File: config.mk
export PLATFORM = sky130hd
export DESIGN_NAME = keypad_encoder
export DESIGN_NICKNAME = d
export VERILOG_FILES = /design/src/rtl/keypad_encoder.sv
export SDC_FILE = /design/constraint.sdc
export NUM_CORES = 1
export LEC_CHECK = 0
export CORE_MARGIN = 2
export CORE_UTILIZATION = 35
export CTS_CLUSTER_SIZE = 28
export DETAILED_ROUTE_END_ITERATION = 6
export GPL_ROUTABILITY_DRIVEN = 0
export SETUP_SLACK_MARGIN = 0.2
export SLEW_MARGIN = 20
export SYNTH_ARGS = -nofsm -noshare
export SYNTH_HDL_FRONTEND = slang
export SYNTH_SLANG_ARGS = --single-unit
File: constraint.sdc
create_clock -name Clock -period 2.8 [get_ports Clock]
set_input_delay 0.56 -clock Clock [delete_from_list [all_inputs] [get_ports Clock]]
set_output_delay 0.56 -clock Clock [all_outputs]
set_load 0.02 [all_outputs]
File: src/rtl/keypad_encoder.sv
// keypad_encoder: scans a 4x4 active-low keypad, debounces presses and
// releases, and emits a one-cycle command token per accepted key press.
module keypad_encoder #(
    parameter int unsigned IC_N     = 5,
    parameter logic [15:0] SCAN_DIV = 16'd1000,
    parameter logic [3:0]  DEB_N    = 4'd4
) (
    input  logic            Clock,
    input  logic            Reset,
    output logic [3:0]      col_n,
    input  logic [3:0]      row_n,
    output logic [IC_N-1:0] cmd,
    output logic            key_down
);

    localparam int unsigned DIV_W = 16;
    localparam int unsigned CNT_W = 4;

    // Shared command token encoding
    localparam logic [IC_N-1:0] IC_NONE = IC_N'(0);
    localparam logic [IC_N-1:0] IC_NUM0 = IC_N'(1);
    localparam logic [IC_N-1:0] IC_NUM1 = IC_N'(2);
    localparam logic [IC_N-1:0] IC_NUM2 = IC_N'(3);
    localparam logic [IC_N-1:0] IC_NUM3 = IC_N'(4);
    localparam logic [IC_N-1:0] IC_NUM4 = IC_N'(5);
    localparam logic [IC_N-1:0] IC_NUM5 = IC_N'(6);
    localparam logic [IC_N-1:0] IC_NUM6 = IC_N'(7);
    localparam logic [IC_N-1:0] IC_NUM7 = IC_N'(8);
    localparam logic [IC_N-1:0] IC_NUM8 = IC_N'(9);
    localparam logic [IC_N-1:0] IC_NUM9 = IC_N'(10);
    localparam logic [IC_N-1:0] IC_OPAD = IC_N'(11);
    localparam logic [IC_N-1:0] IC_OPSB = IC_N'(12);
    localparam logic [IC_N-1:0] IC_OPAN = IC_N'(13);
    localparam logic [IC_N-1:0] IC_OPOR = IC_N'(14);
    localparam logic [IC_N-1:0] IC_OPLS = IC_N'(15);
    localparam logic [IC_N-1:0] IC_CTOK = IC_N'(16);

    typedef enum logic [1:0] {
        S_SCAN     = 2'd0,
        S_DEBOUNCE = 2'd1,
        S_HELD     = 2'd2
    } state_t;

    state_t             state;
    state_t             state_nxt;
    logic [3:0]         sync_a;
    logic [3:0]         sync_b;
    logic [DIV_W-1:0]   div;
    logic [1:0]         col;
    logic [1:0]         col_nxt;
    logic [1:0]         key_row;
    logic [1:0]         key_row_nxt;
    logic [CNT_W-1:0]   deb_cnt;
    logic [CNT_W-1:0]   deb_nxt;
    logic [CNT_W-1:0]   rel_cnt;
    logic [CNT_W-1:0]   rel_nxt;
    logic [IC_N-1:0]    cmd_nxt;
    logic               sample_c;
    logic               valid_c;
    logic [1:0]         row_idx_c;
    logic               match_c;
    logic [CNT_W-1:0]   deb_inc_c;
    logic [CNT_W-1:0]   rel_inc_c;

    function automatic logic [IC_N-1:0] key_token(input logic [1:0] r, input logic [1:0] c);
        logic [IC_N-1:0] t;
        case ({r, c})
            4'h0:    t = IC_NUM1;
            4'h1:    t = IC_NUM2;
            4'h2:    t = IC_NUM3;
            4'h3:    t = IC_OPAD;
            4'h4:    t = IC_NUM4;
            4'h5:    t = IC_NUM5;
            4'h6:    t = IC_NUM6;
            4'h7:    t = IC_OPSB;
            4'h8:    t = IC_NUM7;
            4'h9:    t = IC_NUM8;
            4'hA:    t = IC_NUM9;
            4'hB:    t = IC_OPAN;
            4'hC:    t = IC_CTOK;
            4'hD:    t = IC_NUM0;
            4'hE:    t = IC_OPLS;
            default: t = IC_OPOR;
        endcase
        return t;
    endfunction

    // Two-flop synchronizer for the asynchronous row inputs
    always_ff @(posedge Clock or negedge Reset) begin
        if (!Reset) begin
            sync_a <= 4'hF;
            sync_b <= 4'hF;
        end else begin
            sync_a <= row_n;
            sync_b <= sync_a;
        end
    end

    // Column-period divider; the last count of each period is the sample cycle
    always_ff @(posedge Clock or negedge Reset) begin
        if (!Reset) begin
            div <= '0;
        end else if (sample_c) begin
            div <= '0;
        end else begin
            div <= div + DIV_W'(1);
        end
    end

    // Row decode: a sample counts only with exactly one row pulled low
    always_comb begin
        sample_c  = (div == SCAN_DIV - DIV_W'(1));
        valid_c   = 1'b1;
        row_idx_c = 2'd0;
        case (~sync_b)
            4'b0001: row_idx_c = 2'd0;
            4'b0010: row_idx_c = 2'd1;
            4'b0100: row_idx_c = 2'd2;
            4'b1000: row_idx_c = 2'd3;
            default: valid_c   = 1'b0;
        endcase
        match_c   = valid_c && (row_idx_c == key_row);
        deb_inc_c = (deb_cnt == '1) ? deb_cnt : deb_cnt + CNT_W'(1);
        rel_inc_c = (rel_cnt == '1) ? rel_cnt : rel_cnt + CNT_W'(1);
    end

    // State register
    always_ff @(posedge Clock or negedge Reset) begin
        if (!Reset) begin
            state <= S_SCAN;
        end else begin
            state <= state_nxt;
        end
    end

    // Next-state logic, evaluated only on sample cycles
    always_comb begin
        state_nxt = state;
        if (sample_c) begin
            case (state)
                S_SCAN: begin
                    if (valid_c) state_nxt = S_DEBOUNCE;
                end
                S_DEBOUNCE: begin
                    if (!match_c)                state_nxt = S_SCAN;
                    else if (deb_inc_c == DEB_N) state_nxt = S_HELD;
                end
                S_HELD: begin
                    if (!match_c && rel_inc_c == DEB_N) state_nxt = S_SCAN;
                end
                default: state_nxt = S_SCAN;
            endcase
        end
    end

    // Datapath and output next values: column, recorded key, counters, token
    always_comb begin
        col_nxt     = col;
        key_row_nxt = key_row;
        deb_nxt     = deb_cnt;
        rel_nxt     = rel_cnt;
        cmd_nxt     = IC_NONE;
        if (sample_c) begin
            case (state)
                S_SCAN: begin
                    if (valid_c) begin
                        key_row_nxt = row_idx_c;
                        deb_nxt     = CNT_W'(1);
                        rel_nxt     = '0;
                    end else begin
                        col_nxt = col + 2'd1;
                    end
                end
                S_DEBOUNCE: begin
                    if (!match_c) begin
                        col_nxt = col + 2'd1;
                        deb_nxt = '0;
                        rel_nxt = '0;
                    end else if (deb_inc_c == DEB_N) begin
                        cmd_nxt = key_token(key_row, col);
                        deb_nxt = '0;
                        rel_nxt = '0;
                    end else begin
                        deb_nxt = deb_inc_c;
                    end
                end
                S_HELD: begin
                    if (match_c) begin
                        rel_nxt = '0;
                    end else if (rel_inc_c == DEB_N) begin
                        col_nxt = col + 2'd1;
                        deb_nxt = '0;
                        rel_nxt = '0;
                    end else begin
                        rel_nxt = rel_inc_c;
                    end
                end
                default: begin
                    deb_nxt = '0;
                    rel_nxt = '0;
                end
            endcase
        end
    end

    // Registered datapath and outputs
    always_ff @(posedge Clock or negedge Reset) begin
        if (!Reset) begin
            col      <= 2'd0;
            key_row  <= 2'd0;
            deb_cnt  <= '0;
            rel_cnt  <= '0;
            cmd      <= IC_NONE;
            key_down <= 1'b0;
            col_n    <= 4'b1110;
        end else begin
            col      <= col_nxt;
            key_row  <= key_row_nxt;
            deb_cnt  <= deb_nxt;
            rel_cnt  <= rel_nxt;
            cmd      <= cmd_nxt;
            key_down <= (state_nxt == S_HELD);
            col_n    <= ~(4'b0001 << col_nxt);
        end
    end

endmodule

# --- Word-level counts from Yosys, hierarchy flattened ---
# Memories as Yosys holds them, arrays and structs flattened.
# Index checks and enable logic that the tools add are counted.
word_totals:
  regBits: 48
  romBits: 80
  output_inout_bits: 10
  mem_count: 1
op_classes:
  add_sub_neg: 4
  eq_ne: 17
  n_shift: 1
  muxes: 33
  n_bitwise: 2
  reduce_logical: 8
mem_list:
  columns: ["name", "words", "word_bits", "rd", "rd_ports_with_merged_regs", "write_ports", "line_no", "source"]
  rows:
  - ["(name not given)", 16, 5, 1, 0, 0, "67", "case ({r, c})"]
op_table:
  columns: ["op", "n"]
  rows:
  - ["4-bit 2-to-1 mux", 12]
  - ["4-bit case mux with 3 select lines", 2]
  - ["2-bit 2-to-1 mux", 10]
  - ["5-bit 2-to-1 mux", 4]
  - ["2-bit case mux with 3 select lines", 3]
  - ["16-bit by 1-bit adder with 16-bit output, second input constant", 1]
  - ["16-bit by 10-bit equality test with 1-bit output, second input constant", 1]
  - ["16-bit 2-to-1 mux", 1]
  - ["4-bit by 3-bit equality test with 1-bit output, second input constant", 3]
  - ["4-bit equality test, second input constant", 3]
  - ["4-bit by 1-bit adder with 4-bit output, second input constant", 2]
  - ["4-bit inverter", 2]
  - ["2-bit inequality test, second input constant", 3]
  - ["3-bit AND reduction", 2]
  - ["2-bit equality test, second input constant", 2]
  - ["4-bit by 1-bit equality test with 1-bit output, second input constant", 1]
  - ["4-bit by 2-bit equality test with 1-bit output, second input constant", 1]
  - ["4-bit AND reduction", 1]
  - ["4-bit OR reduction", 1]
  - ["1-bit by 2-bit left shift with 4-bit output, first input constant", 1]
  - ["3-bit inequality test, second input constant", 1]
  - ["2-bit by 1-bit adder with 2-bit output, second input constant", 1]
  - ["2-bit by 1-bit equality test with 1-bit output, second input constant", 1]
  - ["2-bit equality test", 1]
  - ["4 further kinds", 5]

# --- Depth between registers and ports, before layout ---
logic_depth:
  ltp_word: 11
  mapped_depth: 8

# --- Worst setup path before layout ---
# No wires, ideal clock.
synth_timing:
  path_type: "register to register"
  start: "register rel_cnt[1]"
  end: "register col[1]"
  setup_time_ns: 0.125
  arrival_time_ns: 2.120
  required_ns: 2.675
  setup_slack_ns: 0.555
  path_stages_with_launch: 8
  n_path_buf: 0
  synth_period_minus_slack_ns: 2.245
  path_cell_list: "dfrtp_1 ha_1 nor4b_2 a21oi_1 a211oi_4 nand3_2 o311ai_4 mux2_4"
synth_between:
  elab_chain_cells: 7
  word_cells_on_any_way: 8
synth_lines:
  columns: ["item", "line_no", "source"]
  rows:
  - ["from (decl)", "55", "logic [CNT_W-1:0] rel_cnt;"]
  - ["from (signal assigned)", "220", "rel_cnt <= rel_nxt;"]
  - ["4-bit by 1-bit adder with 4-bit output or 4-bit equality test (tied branches)", "124", "rel_inc_c = (rel_cnt == '1) ? rel_cnt : rel_cnt + CNT_W'(1);"]
  - ["4-bit 2-to-1 mux (*)", "124", null]
  - ["4-bit by 3-bit equality test with 1-bit output (*)", "190", "end else if (rel_inc_c == DEB_N) begin"]
  - ["2-bit 2-to-1 mux (*)", "190", null]
  - ["2-bit 2-to-1 mux (*)", "188", "if (match_c) begin"]
  - ["2-bit case mux with 3 select lines (*)", "164", "case (state)"]
  - ["2-bit 2-to-1 mux (*)", "163", "if (sample_c) begin"]
  - ["via col_nxt[1]", "50", "logic [1:0] col_nxt;"]
  - ["to (signal assigned)", "217", "col <= col_nxt;"]
  - ["to (decl)", "49", "logic [1:0] col;"]
# The timed path passes the listed nets; every way through them passes the cells marked *.
# A chain may end at the register's enable or synchronous reset.

# --- Worst setup path after layout ---
# Same ends and word-level chain as after synthesis.

==> flow_summary.ini <==
[cells_and_area]
number_of_antenna_repair_diodes = 0
final_cell_area_um2 = 2890
share_of_post_route_cells_with_drive_strength_above_1_pct = 13.3
area_growth_syn_to_layout_pct = 13.0
finish.net_count = 283
finalCoreUtilization_pct = 40.2

[global_routing]
vias_in_the_first_global_route = 1797
wire_length_of_the_first_global_routing_pass_mm = 8.36
grt_max_degree = 45
gr-usage-all-layers_pct = 13.4
grt.overflow.total = 0
grt_antenna_before_repair = 0

[timing]
layout_min_cycle_time_ns = 2.48
fin_setup_tns_ns = 0
fin_crit_sh_pct = 88.6
timing.max_slew.rel_slack_pct = 63.3
max_freq_mhz = 403
fin_worst_skew_ns = 0.0136
tightest_slew_ns = 0.551
final-max-slew-violation-count = 0
rsz0062_at_grt = no
setup_viol = 0
finalHoldViolCount = 0

[clocking]
tritoncts_clock_tree = built
cts.repair.resized = 0
cts_root_buffer = sky130_fd_sc_hd__clkbuf_8
numClockSinks = 48
cts_setup_buffers = 0
cts_made_buffers = 5
clock_latency_of_the_later_clocked_register_in_the_worst_skew_pair_ns = 0.30
clk_path_buf_depth = 2
cts_hold_buf = 0
htree_levels = 2
clock_pin_slew_reported_for_the_worst_setup_and_hold_paths_after_clock_tree_synthesis_ns = 0.09

[power]
switching_share_pct = 21.6
p_switching_w = 0.000254
worst_ir_drop_vdd_mv = 0.301
cellInternalPower_w = 0.000922
power_per_cell_area_nw_per_um2 = 407
part_of_the_power_in_registers_pct = 60.4
p_comb_share_pct = 3.2
clock_power_share_pct = 36.4
p_leak_nw = 1.15

[setup_path]
crit_path_start_kind = register
critical_path_peak_fanout = 7
critical_path_arrival_ns = 2.66
critPathKind = reg -> reg
reg2reg_depth = 7
end_kind = register
worst_ep_required_time_ns = 2.98

[synthesis]
yosys.cell_types.count = 58
yosysTopAreaCellShare_pct = 36.2
post-synth-top-count-cell = sky130_fd_sc_hd__dfrtp_1
syn_inst = 256
syn_area_per_cell_um2 = 9.98
ys_async_sr_fraction_pct = 100
postSynthNetCount = 269
synth_area_um2 = 2550
cell_types_with_the_highest_counts_after_synthesis = 37 x sky130_fd_sc_hd__dfrtp_1, 23 x sky130_fd_sc_hd__nand2_1, 23 x sky130_fd_sc_hd__nor2_1
synth_sequential_area_ratio_pct = 47.6
post_synth_main_area_contributors = sky130_fd_sc_hd__dfrtp_1 36%, sky130_fd_sc_hd__dfstp_2 11%, sky130_fd_sc_hd__a21oi_1 3.5%
synth_ff_type = sky130_fd_sc_hd__dfrtp_1
ys_ff_latch = 48
cell_taking_the_most_area_after_synthesis = sky130_fd_sc_hd__dfrtp_1
number_of_enable_type_register_cells_in_the_synthesized_netlist = 0
synth.yosys.warnings = 0

[floorplanning]
std_cell_rows = 31
fp.coreArea_um2 = 7180
design.die.area_um2 = 8000
start_util_pct = 35.6
dieWidth_um = 89.4
fp.dieH_um = 89.4
io_pins = 16

[detailed_routing]
route.vias.total = 1892
drc_violations_left = 0
first_iter_violations = 108
viasPerCell = 5.11
antenna_violating_nets_post_route = 0
dr_wl_cell_um = 12.9
drtPass1Iterations = 4
wl_mm = 4.78

[place]
post_dp_cell_area_um2 = 2790
dp_hpwl_mm = 3.27
count_of_buffers_inserted_at_the_top_level_ports = 15

[status]
run_status = completed

[worst_hold_path]
timing.hold.worst.class = in -> async

[job]
maxCapViolations = 0
cells in the final DEF, fill, tap and decap left out, types with 4 or more instances in the layout:
cell,netlist,final
sky130_fd_sc_hd__dfstp_2,11,11
sky130_fd_sc_hd__and2_1,4,4
sky130_fd_sc_hd__o21ai_0,5,5
sky130_fd_sc_hd__a31oi_1,6,6
sky130_fd_sc_hd__a21oi_1,18,18
sky130_fd_sc_hd__ha_1,7,7
sky130_fd_sc_hd__nor2b_1,7,7
sky130_fd_sc_hd__dfrtp_1,37,37
sky130_fd_sc_hd__nand3_1,16,16
sky130_fd_sc_hd__nand4_1,4,4
sky130_fd_sc_hd__clkdlybuf4s50_1,0,14
sky130_fd_sc_hd__inv_1,6,6
sky130_fd_sc_hd__nand2b_1,5,5
sky130_fd_sc_hd__nor2_1,23,23
sky130_fd_sc_hd__buf_4,1,4
sky130_fd_sc_hd__xnor2_1,6,6
sky130_fd_sc_hd__o22ai_1,4,4
sky130_fd_sc_hd__clkbuf_8,0,6
sky130_fd_sc_hd__nand2_1,23,23
sky130_fd_sc_hd__xor2_1,9,9
sky130_fd_sc_hd__nor3_1,4,4
layout make-up:
cell class	instances	area (µm²)
multi-input cells	190	1260
clock buffers	7	86.3
repair buffers	18	170
flip-flops and latches	48	1210
inverters	7	26.3
fillers	707	4290
well taps	99	124
clock inverters	1	8.76
metal layers:
layer / GRT usage, % / vias up / part of all wire (%)
met5: 0 / - / 0
met3: 3.14 / 2 / 3.5
met1: 18.9 / 917 / 51
li1: - / 942 / -
met2: 20.7 / 31 / 45
met4: 3.39 / 0 / 0.69
worst max-delay path, stage by stage, from the launching register on:
cell and delay, ns:
sky130_fd_sc_hd__dfrtp_1 0.44, sky130_fd_sc_hd__ha_1 0.30, sky130_fd_sc_hd__nor4b_2 0.27, sky130_fd_sc_hd__a21oi_1 0.10
sky130_fd_sc_hd__a211oi_4 0.33, sky130_fd_sc_hd__nand3_2 0.14, sky130_fd_sc_hd__o311ai_4 0.45, sky130_fd_sc_hd__mux2_4 0.34
path summary, 6_finish.rpt:
kind,start,end,slack (ns)
max,rel_cnt[1],col[1],0.32
min in group Clock,sync_a[2],sync_b[2],0.36
max reg2reg,rel_cnt[1],col[1],0.32
max in group asynchronous,Reset,sync_a[2],1.98
min reg2reg,sync_a[2],sync_b[2],0.36
min,Reset,div[0],0.25
registers in the layout (all words and copies together) (netlist names), 4 cells and up:
register,cells
sync_b,4
deb_cnt,4
sync_a,4
col_n,4
cmd,5
div,16
rel_cnt,4
power groups by stage:
stage | combinational [W] | sequential, W | clock [W]
2_1_floorplan | 0.0000174 | 0.000719 | 0
4_1_cts | 0.0000387 | 0.000710 | 0.000447
6_report | 0.0000377 | 0.000710 | 0.000427
3_5_place_dp | 0.0000384 | 0.000723 | 0
3_3_place_gp | 0.0000383 | 0.000723 | 0
5_1_grt | 0.0000436 | 0.000712 | 0.000479
stage by stage:
step | std cells | worst slack, ns | hold WS, ns | total power, W
4_1_cts | 370 | 0.329 | 0.361 | 0.00120
5_1_grt | 370 | 0.200 | 0.277 | 0.00123
6_report | 370 | 0.319 | 0.248 | 0.00118
3_5_place_dp | 362 | 0.341 | 0.347 | 0.000762
3_3_place_gp | 362 | 0.404 | 0.346 | 0.000761
2_1_floorplan | 256 | 0.555 | 0.264 | 0.000737
cells by family after synthesis:
| group | count (synthesis) | synth area share (%) |
|---|---|---|
| buf+inv | 18 | 3.28 |
| xor+xnor | 15 | 5.14 |
| flops | 48 | 47.6 |
| compound gates | 51 | 13.8 |
| fa+ha+maj | 7 | 3.43 |
| simple gates | 110 | 23.4 |
| mux | 7 | 3.43 |
Power figures use the tool's default switching activity.
